[src/rtl/kyber_pkg.sv]
// Kyber constants shared by the twiddle sequencer: modulus, widths, mode and state types,
// plus the small arithmetic helpers used when forming output beats.
package kyber_pkg;

    localparam int KYBER_W         = 12;
    localparam int KYBER_Q         = 3329;
    localparam int KYBER_N         = 256;
    localparam int KYBER_INV_SCALE = 3303;

    typedef enum logic [1:0] {
        MODE_FWD     = 2'd0,
        MODE_INV     = 2'd1,
        MODE_BASEMUL = 2'd2
    } mode_e;

    typedef enum logic [1:0] {
        S_IDLE  = 2'd0,
        S_RUN   = 2'd1,
        S_FLUSH = 2'd2
    } state_e;

    // Zero stays zero so the result is always a canonical residue in [0, q-1].
    function automatic logic [KYBER_W-1:0] mod_neg(input logic [KYBER_W-1:0] z,
                                                   input logic [KYBER_W-1:0] q);
        return (z == '0) ? '0 : q - z;
    endfunction

    function automatic logic [2:0] floor_log2(input logic [6:0] k);
        logic [2:0] l;
        l = '0;
        for (int i = 0; i < 7; i++)
            if (k[i]) l = 3'(i);
        return l;
    endfunction

endpackage

[src/rtl/zeta_rom.sv]
// 128-entry Kyber zeta table, zetas[k] = 17^brv7(k) mod 3329, with a registered read port.
module zeta_rom
    import kyber_pkg::*;
(
    input  logic               clk,
    input  logic               rst_n,
    input  logic               en,
    input  logic [6:0]         addr,
    output logic [KYBER_W-1:0] data
);

    localparam logic [KYBER_W-1:0] ZETAS [128] = '{
        12'd1,    12'd1729, 12'd2580, 12'd3289, 12'd2642, 12'd630,  12'd1897, 12'd848,
        12'd1062, 12'd1919, 12'd193,  12'd797,  12'd2786, 12'd3260, 12'd569,  12'd1746,
        12'd296,  12'd2447, 12'd1339, 12'd1476, 12'd3046, 12'd56,   12'd2240, 12'd1333,
        12'd1426, 12'd2094, 12'd535,  12'd2882, 12'd2393, 12'd2879, 12'd1974, 12'd821,
        12'd289,  12'd331,  12'd3253, 12'd1756, 12'd1197, 12'd2304, 12'd2277, 12'd2055,
        12'd650,  12'd1977, 12'd2513, 12'd632,  12'd2865, 12'd33,   12'd1320, 12'd1915,
        12'd2319, 12'd1435, 12'd807,  12'd452,  12'd1438, 12'd2868, 12'd1534, 12'd2402,
        12'd2647, 12'd2617, 12'd1481, 12'd648,  12'd2474, 12'd3110, 12'd1227, 12'd910,
        12'd17,   12'd2761, 12'd583,  12'd2649, 12'd1637, 12'd723,  12'd2288, 12'd1100,
        12'd1409, 12'd2662, 12'd3281, 12'd233,  12'd756,  12'd2156, 12'd3015, 12'd3050,
        12'd1703, 12'd1651, 12'd2789, 12'd1789, 12'd1847, 12'd952,  12'd1461, 12'd2687,
        12'd939,  12'd2308, 12'd2437, 12'd2388, 12'd733,  12'd2337, 12'd268,  12'd641,
        12'd1584, 12'd2298, 12'd2037, 12'd3220, 12'd375,  12'd2549, 12'd2090, 12'd1645,
        12'd1063, 12'd319,  12'd2773, 12'd757,  12'd2099, 12'd561,  12'd2466, 12'd2594,
        12'd2804, 12'd1092, 12'd403,  12'd1026, 12'd1143, 12'd2150, 12'd2775, 12'd886,
        12'd1722, 12'd1212, 12'd1874, 12'd1029, 12'd2110, 12'd2935, 12'd885,  12'd2154
    };

    always_ff @(posedge clk or negedge rst_n) begin
        if (!rst_n)  data <= '0;
        else if (en) data <= ZETAS[addr];
    end

endmodule

[src/rtl/twiddle_sequencer.sv]
// Streams the twiddle factors for one forward NTT, inverse NTT or basemul pass, in issue order.
// Pipeline: index counter -> registered table read (stage 1) -> output register (stage 2).
//   state   | meaning
//   S_IDLE  | waiting for start; first fetch is issued in the accepting cycle
//   S_RUN   | issuing table indices, one per cycle while downstream has room
//   S_FLUSH | all indices issued; draining until the last beat handshakes
module twiddle_sequencer
    import kyber_pkg::*;
#(
    parameter int W         = KYBER_W,
    parameter int Q         = KYBER_Q,
    parameter int LOGN      = 7,
    parameter int INV_SCALE = KYBER_INV_SCALE
) (
    input  logic            clk,
    input  logic            rst_n,
    input  logic            start,
    input  logic [1:0]      mode,
    output logic            busy,
    output logic            out_valid,
    input  logic            out_ready,
    output logic [2*W-1:0]  out_data,
    output logic [2:0]      out_layer,
    output logic [LOGN-1:0] out_group,
    output logic            out_last,
    output logic            done
);

    state_e          state, state_nxt;
    mode_e           mode_q, cur_mode, s1_mode;
    logic [LOGN-1:0] idx, cur_idx, cur_group, s1_group;
    logic [2:0]      cur_layer, s1_layer;
    logic            scale_q, cur_scale, cur_last;
    logic            s1_valid, s1_last, s1_scale;
    logic            accept, issue, s1_free, s2_load;
    logic [W-1:0]    rom_q;

    // Current item: taken from the mode input in the accepting cycle, else from the counter.
    always_comb begin
        cur_mode  = mode_q;
        cur_idx   = idx;
        cur_scale = scale_q;
        if (state == S_IDLE) begin
            cur_mode  = mode_e'(mode);
            cur_scale = 1'b0;
            case (cur_mode)
                MODE_INV:     cur_idx = '1;
                MODE_BASEMUL: cur_idx = LOGN'(1) << (LOGN - 1);
                default:      cur_idx = LOGN'(1);
            endcase
        end
        cur_last  = (cur_mode == MODE_INV) ? cur_scale : (&cur_idx);
        cur_layer = floor_log2(cur_idx);
        cur_group = cur_idx & ~(LOGN'(1) << cur_layer);
    end

    always_ff @(posedge clk or negedge rst_n) begin
        if (!rst_n) state <= S_IDLE;
        else        state <= state_nxt;
    end

    always_comb begin
        state_nxt = state;
        case (state)
            S_IDLE:  if (accept) state_nxt = S_RUN;
            S_RUN:   if (issue && cur_last) state_nxt = S_FLUSH;
            S_FLUSH: if (out_valid && out_ready && out_last) state_nxt = S_IDLE;
            default: state_nxt = S_IDLE;
        endcase
    end

    always_comb begin
        busy    = (state != S_IDLE);
        accept  = (state == S_IDLE) && start && (mode != 2'd3);
        s2_load = !out_valid || out_ready;
        s1_free = !s1_valid || s2_load;
        issue   = s1_free && (accept || (state == S_RUN));
    end

    always_ff @(posedge clk or negedge rst_n) begin
        if (!rst_n) begin
            mode_q  <= MODE_FWD;
            idx     <= '0;
            scale_q <= 1'b0;
        end else if (issue) begin
            mode_q  <= cur_mode;
            idx     <= (cur_mode == MODE_INV) ? cur_idx - LOGN'(1) : cur_idx + LOGN'(1);
            scale_q <= (cur_mode == MODE_INV) && (cur_idx == LOGN'(1));
        end
    end

    zeta_rom u_rom (
        .clk  (clk),
        .rst_n(rst_n),
        .en   (issue && !cur_scale),
        .addr (cur_idx),
        .data (rom_q)
    );

    // Stage 1 metadata travels alongside the registered table word.
    always_ff @(posedge clk or negedge rst_n) begin
        if (!rst_n) begin
            s1_valid <= 1'b0;
            s1_last  <= 1'b0;
            s1_scale <= 1'b0;
            s1_mode  <= MODE_FWD;
            s1_layer <= '0;
            s1_group <= '0;
        end else if (issue) begin
            s1_valid <= 1'b1;
            s1_last  <= cur_last;
            s1_scale <= cur_scale;
            s1_mode  <= cur_mode;
            s1_layer <= cur_scale ? 3'd7 : cur_layer;
            s1_group <= cur_scale ? '0 : cur_group;
        end else if (s1_free) begin
            s1_valid <= 1'b0;
        end
    end

    always_ff @(posedge clk or negedge rst_n) begin
        if (!rst_n) begin
            out_valid <= 1'b0;
            out_last  <= 1'b0;
            out_data  <= '0;
            out_layer <= '0;
            out_group <= '0;
            done      <= 1'b0;
        end else begin
            done <= out_valid && out_ready && out_last;
            if (s2_load) begin
                out_valid <= s1_valid;
                out_last  <= s1_valid && s1_last;
                if (s1_valid) begin
                    out_layer <= s1_layer;
                    out_group <= s1_group;
                    case (s1_mode)
                        MODE_INV:     out_data <= {{W{1'b0}},
                                                   s1_scale ? W'(INV_SCALE) : mod_neg(rom_q, W'(Q))};
                        MODE_BASEMUL: out_data <= {mod_neg(rom_q, W'(Q)), rom_q};
                        default:      out_data <= {{W{1'b0}}, rom_q};
                    endcase
                end
            end
        end
    end

endmodule

[config.mk]
export PLATFORM = sky130hd
export DESIGN_NAME = twiddle_sequencer
export DESIGN_NICKNAME = d
export VERILOG_FILES = /design/src/rtl/kyber_pkg.sv /design/src/rtl/zeta_rom.sv /design/src/rtl/twiddle_sequencer.sv
export SDC_FILE = /design/constraint.sdc
export NUM_CORES = 1
export LEC_CHECK = 0
export BUFFER_PORTS_ARGS = -buffer_cell sky130_fd_sc_hd__buf_2
export CELL_PAD_IN_SITES_DETAIL_PLACEMENT = 0
export CELL_PAD_IN_SITES_GLOBAL_PLACEMENT = 2
export CORE_MARGIN = 2
export CORE_UTILIZATION = 37
export DETAILED_ROUTE_END_ITERATION = 6
export PLACE_DENSITY_LB_ADDON = 0.1
export SLEW_MARGIN = 0
export SYNTH_ARGS = -nofsm -noshare
export SYNTH_HDL_FRONTEND = slang
export SYNTH_SLANG_ARGS = --single-unit
[constraint.sdc]
create_clock -name clk -period 3.7 [get_ports clk]
set_input_delay 0.185 -clock clk [delete_from_list [all_inputs] [get_ports clk]]
set_output_delay 0.185 -clock clk [all_outputs]
set_load 0.02 [all_outputs]
==> results.sh <==
export IMPL_switching_share=0.201
export IMPL_cp_start_kind="flop"
export IMPL_ys_seq_area_frac=0.289
export IMPL_antenna_left=0
export IMPL_fin_setup_tns_ns=0
export IMPL_fmax_mhz=294
export IMPL_criticalPathCategory="flop to flop"
export IMPL_via_per_inst=6.91
export IMPL_fin_skew_ns=0.0112
export IMPL_p_int_uw=1550
export IMPL_final_area_sq_um=7380
export IMPL_crit_fanout=15
export IMPL_dp_hpwl_microns=24100
export IMPL_final_cells=1103
export IMPL_synth_area_sq_um=6410
export IMPL_die_x_microns=136
export IMPL_drt_first_iter_violations=1118
export IMPL_arrival_ns=3.61
export IMPL_cts_buffers=9
export IMPL_grt_pass1_wl_microns=48700
export IMPL_worst_ep_required_time_ns=3.91
export IMPL_dieArea_sq_um=18400
export IMPL_p_switching_uw=389
export IMPL_layout_common_cells="nand2_1 (119), dfrtp_1 (74), o21ai_0 (70)"
export IMPL_min_period_over_period=0.920
export IMPL_yosys_warnings=0
export IMPL_io_pins=44
export IMPL_combPwrFrac=0.015
export IMPL_status="complete, no violations"
export IMPL_hold_path_class="primary input to async pin"
export IMPL_cellLeakagePower_uw=0.00317
export IMPL_nFillCells=1732
export IMPL_layout_min_cycle_time_ns=3.40
export IMPL_grt_usage=0.364
export IMPL_syn2layout_area_growth_pct=15.3
export IMPL_core_area_sq_um=17100
export IMPL_clockBufferDepth=2
export IMPL_dp_cells=1087
export IMPL_first_global_vias=7329
export IMPL_gr_total_overflow=0
export IMPL_drc=0
export IMPL_synth_seq_cells=74
export IMPL_ys_async_sr_fraction=1.00
export IMPL_cts_setup_buffers=0
export IMPL_place_congestion=1.12
export IMPL_synthCells=826
export IMPL_antenna_cells=0
export IMPL_vias=7622
export IMPL_insertion_delay_ns=0.34
export IMPL_setup_violations_final=0
export IMPL_cts_tree="built"
export IMPL_rsz0062_at_grt="false"
export IMPL_dpl_cell_area_sq_um=7020
export IMPL_synthesis_nets=853
export IMPL_routed_wl_microns=33000
export IMPL_antenna_found_initial=0
export IMPL_hold_buffers=0
export IMPL_maxSlewViolCount=0
export IMPL_row_count=48
export IMPL_synthDistinctLibCells=88
export IMPL_syn_avg_cell_area_sq_um=7.76
export IMPL_clock_sinks=74
export IMPL_root_buffer="clkbuf_16"
export IMPL_crit_path_end_kind="flop"
export IMPL_cts_resized_gates=0
export IMPL_cts_clk_slew_worst_paths_ns=0.06
export IMPL_hold_viol_final=0
export IMPL_wire_per_inst_microns=29.9
export IMPL_io_buffer_count=43
export IMPL_htreeDepth=3
export IMPL_cap_violations=0
export IMPL_max_vdd_ir_drop_v=0.000260
export IMPL_grt_max_degree=75
export IMPL_dr_pass1_iters=7
export IMPL_powerDensity_nw_per_um2=262
export IMPL_start_util=0.374
export IMPL_clkPwrFrac=0.567
export IMPL_synth_top_flop_cell="dfrtp_1"
export IMPL_synth_edff_count=0
export IMPL_pwr_share_seq=0.418
export IMPL_slew_headroom=0.121
export IMPL_fin_nets=900
export IMPL_layout_drive_gt1_share=0.178
export IMPL_die_h_microns=136
export IMPL_final_common_cell="nand2_1"
export IMPL_tightest_slew_ns=1.31
==> stage by stage <==
stage               hold WS [ns]  setup WS, ns  utilization  power, uW
finish                   0.00827         0.295        0.431       1940
global route              0.0896        0.0919        0.431       1980
CTS                       0.0370         0.407        0.431       1940
detailed placement         0.397         0.419        0.410        853
global placement           0.386         0.422        0.410        852
floorplan                 -0.111         0.666            -        831
==> Yosys cell counts (all sizes together), types with 5 or more instances <==
cell type / count / area [sq um]
nand2: 122 / 470
o21ai: 91 / 489
dfrtp: 74 / 1850
a21oi: 63 / 323
nor2: 58 / 230
buf: 39 / 254
clkbuf: 30 / 113
inv: 23 / 86.3
nand3: 23 / 115
ha: 21 / 263
a31oi: 17 / 106
nor3: 17 / 90.1
a211oi: 16 / 120
nand2b: 15 / 93.8
o211ai: 12 / 90.1
nor2b: 11 / 68.8
xnor2: 11 / 96.3
nor4: 10 / 77.6
a2bb2oi: 9 / 78.8
o22ai: 9 / 56.3
o31ai: 8 / 65.1
or3: 8 / 55.1
a32o: 7 / 70.1
nand4: 7 / 43.8
o21a: 7 / 52.6
a22o: 6 / 52.6
a22oi: 6 / 45.0
and2: 6 / 40.0
and3: 6 / 37.5
a221oi: 5 / 43.8
mux2i: 5 / 50.1
o32ai: 5 / 43.8
==> metal layers <==
metal  vias to the layer above  part of all wire  track usage
li1                       3174                 -            -
met1                      3660              0.36        0.419
met2                       599              0.44        0.573
met3                       189              0.12        0.125
met4                         0             0.081        0.240
met5                         -                 0            0
==> critical path, stage by stage (launching register included) <==
cell and delay, ns:
dfrtp_1 0.73, nor2_4 0.08, inv_2 0.13, o21a_1 0.20, inv_1 0.12, ha_1 0.45
buf_4 0.32, a22o_1 0.47, a31oi_1 0.19, a2111oi_0 0.47, a211oi_1 0.09
==> power groups by stage <==
stage	Sequential [uW]	Clock (uW)	Combinational, uW
2_1_floorplan	824	0	6.40
3_3_place_gp	824	0	28.2
3_5_place_dp	824	0	29.0
4_1_cts	809	1100	29.2
5_1_grt	809	1140	33.0
6_report	809	1100	28.4
==> flip-flops by register name (all words and copies together) (netlist names) <==
name	flops
out_valid	1
out_data	24
s1_layer	3
u_rom.data	12
done	1
state	2
out_group	7
out_last	1
s1_scale	1
out_layer	3
scale_q	1
s1_last	1
s1_group	7
idx	7
s1_mode	2
s1_valid	1
==> cells by family after synthesis <==
family	synth area share
mux	0.0131
fa+ha+maj	0.0410
simple gates	0.228
buf+inv	0.0713
compound gates	0.338
flops	0.289
xor+xnor	0.0191
==> final cells by class <==
class,count,area [sq um],share of cell area
Clock inverter,6,138,0.0186
Inverter,24,90.1,0.0122
Multi-Input combinational cell,659,4100,0.555
Clock buffer,10,229,0.0310
Timing Repair Buffer,105,696,0.0942
Sequential cell,74,1850,0.251
Tap cell,225,282,0.0381
==> worst paths after layout <==
path	from	endpoint	slack (ns)	cells past startpoint
min in group clk	mode[0]	s1_mode[0]$_DFFE_PN0P_	0.13	3
min	rst_n	out_layer[0]$_DFFE_PN0P_	0.008	1
max	state[1]$_DFFE_PN0P_	u_rom.data[8]$_DFFE_PN0P_	0.30	10
max reg2reg	state[1]$_DFFE_PN0P_	u_rom.data[8]$_DFFE_PN0P_	0.30	10
max in group asynchronous	rst_n	out_data[0]$_DFFE_PN0P_	3.06	1
min reg2reg	out_data[13]$_DFFE_PN0P_	out_data[13]$_DFFE_PN0P_	0.47	2
No activity file was read; power rests on OpenSTA's default activity.
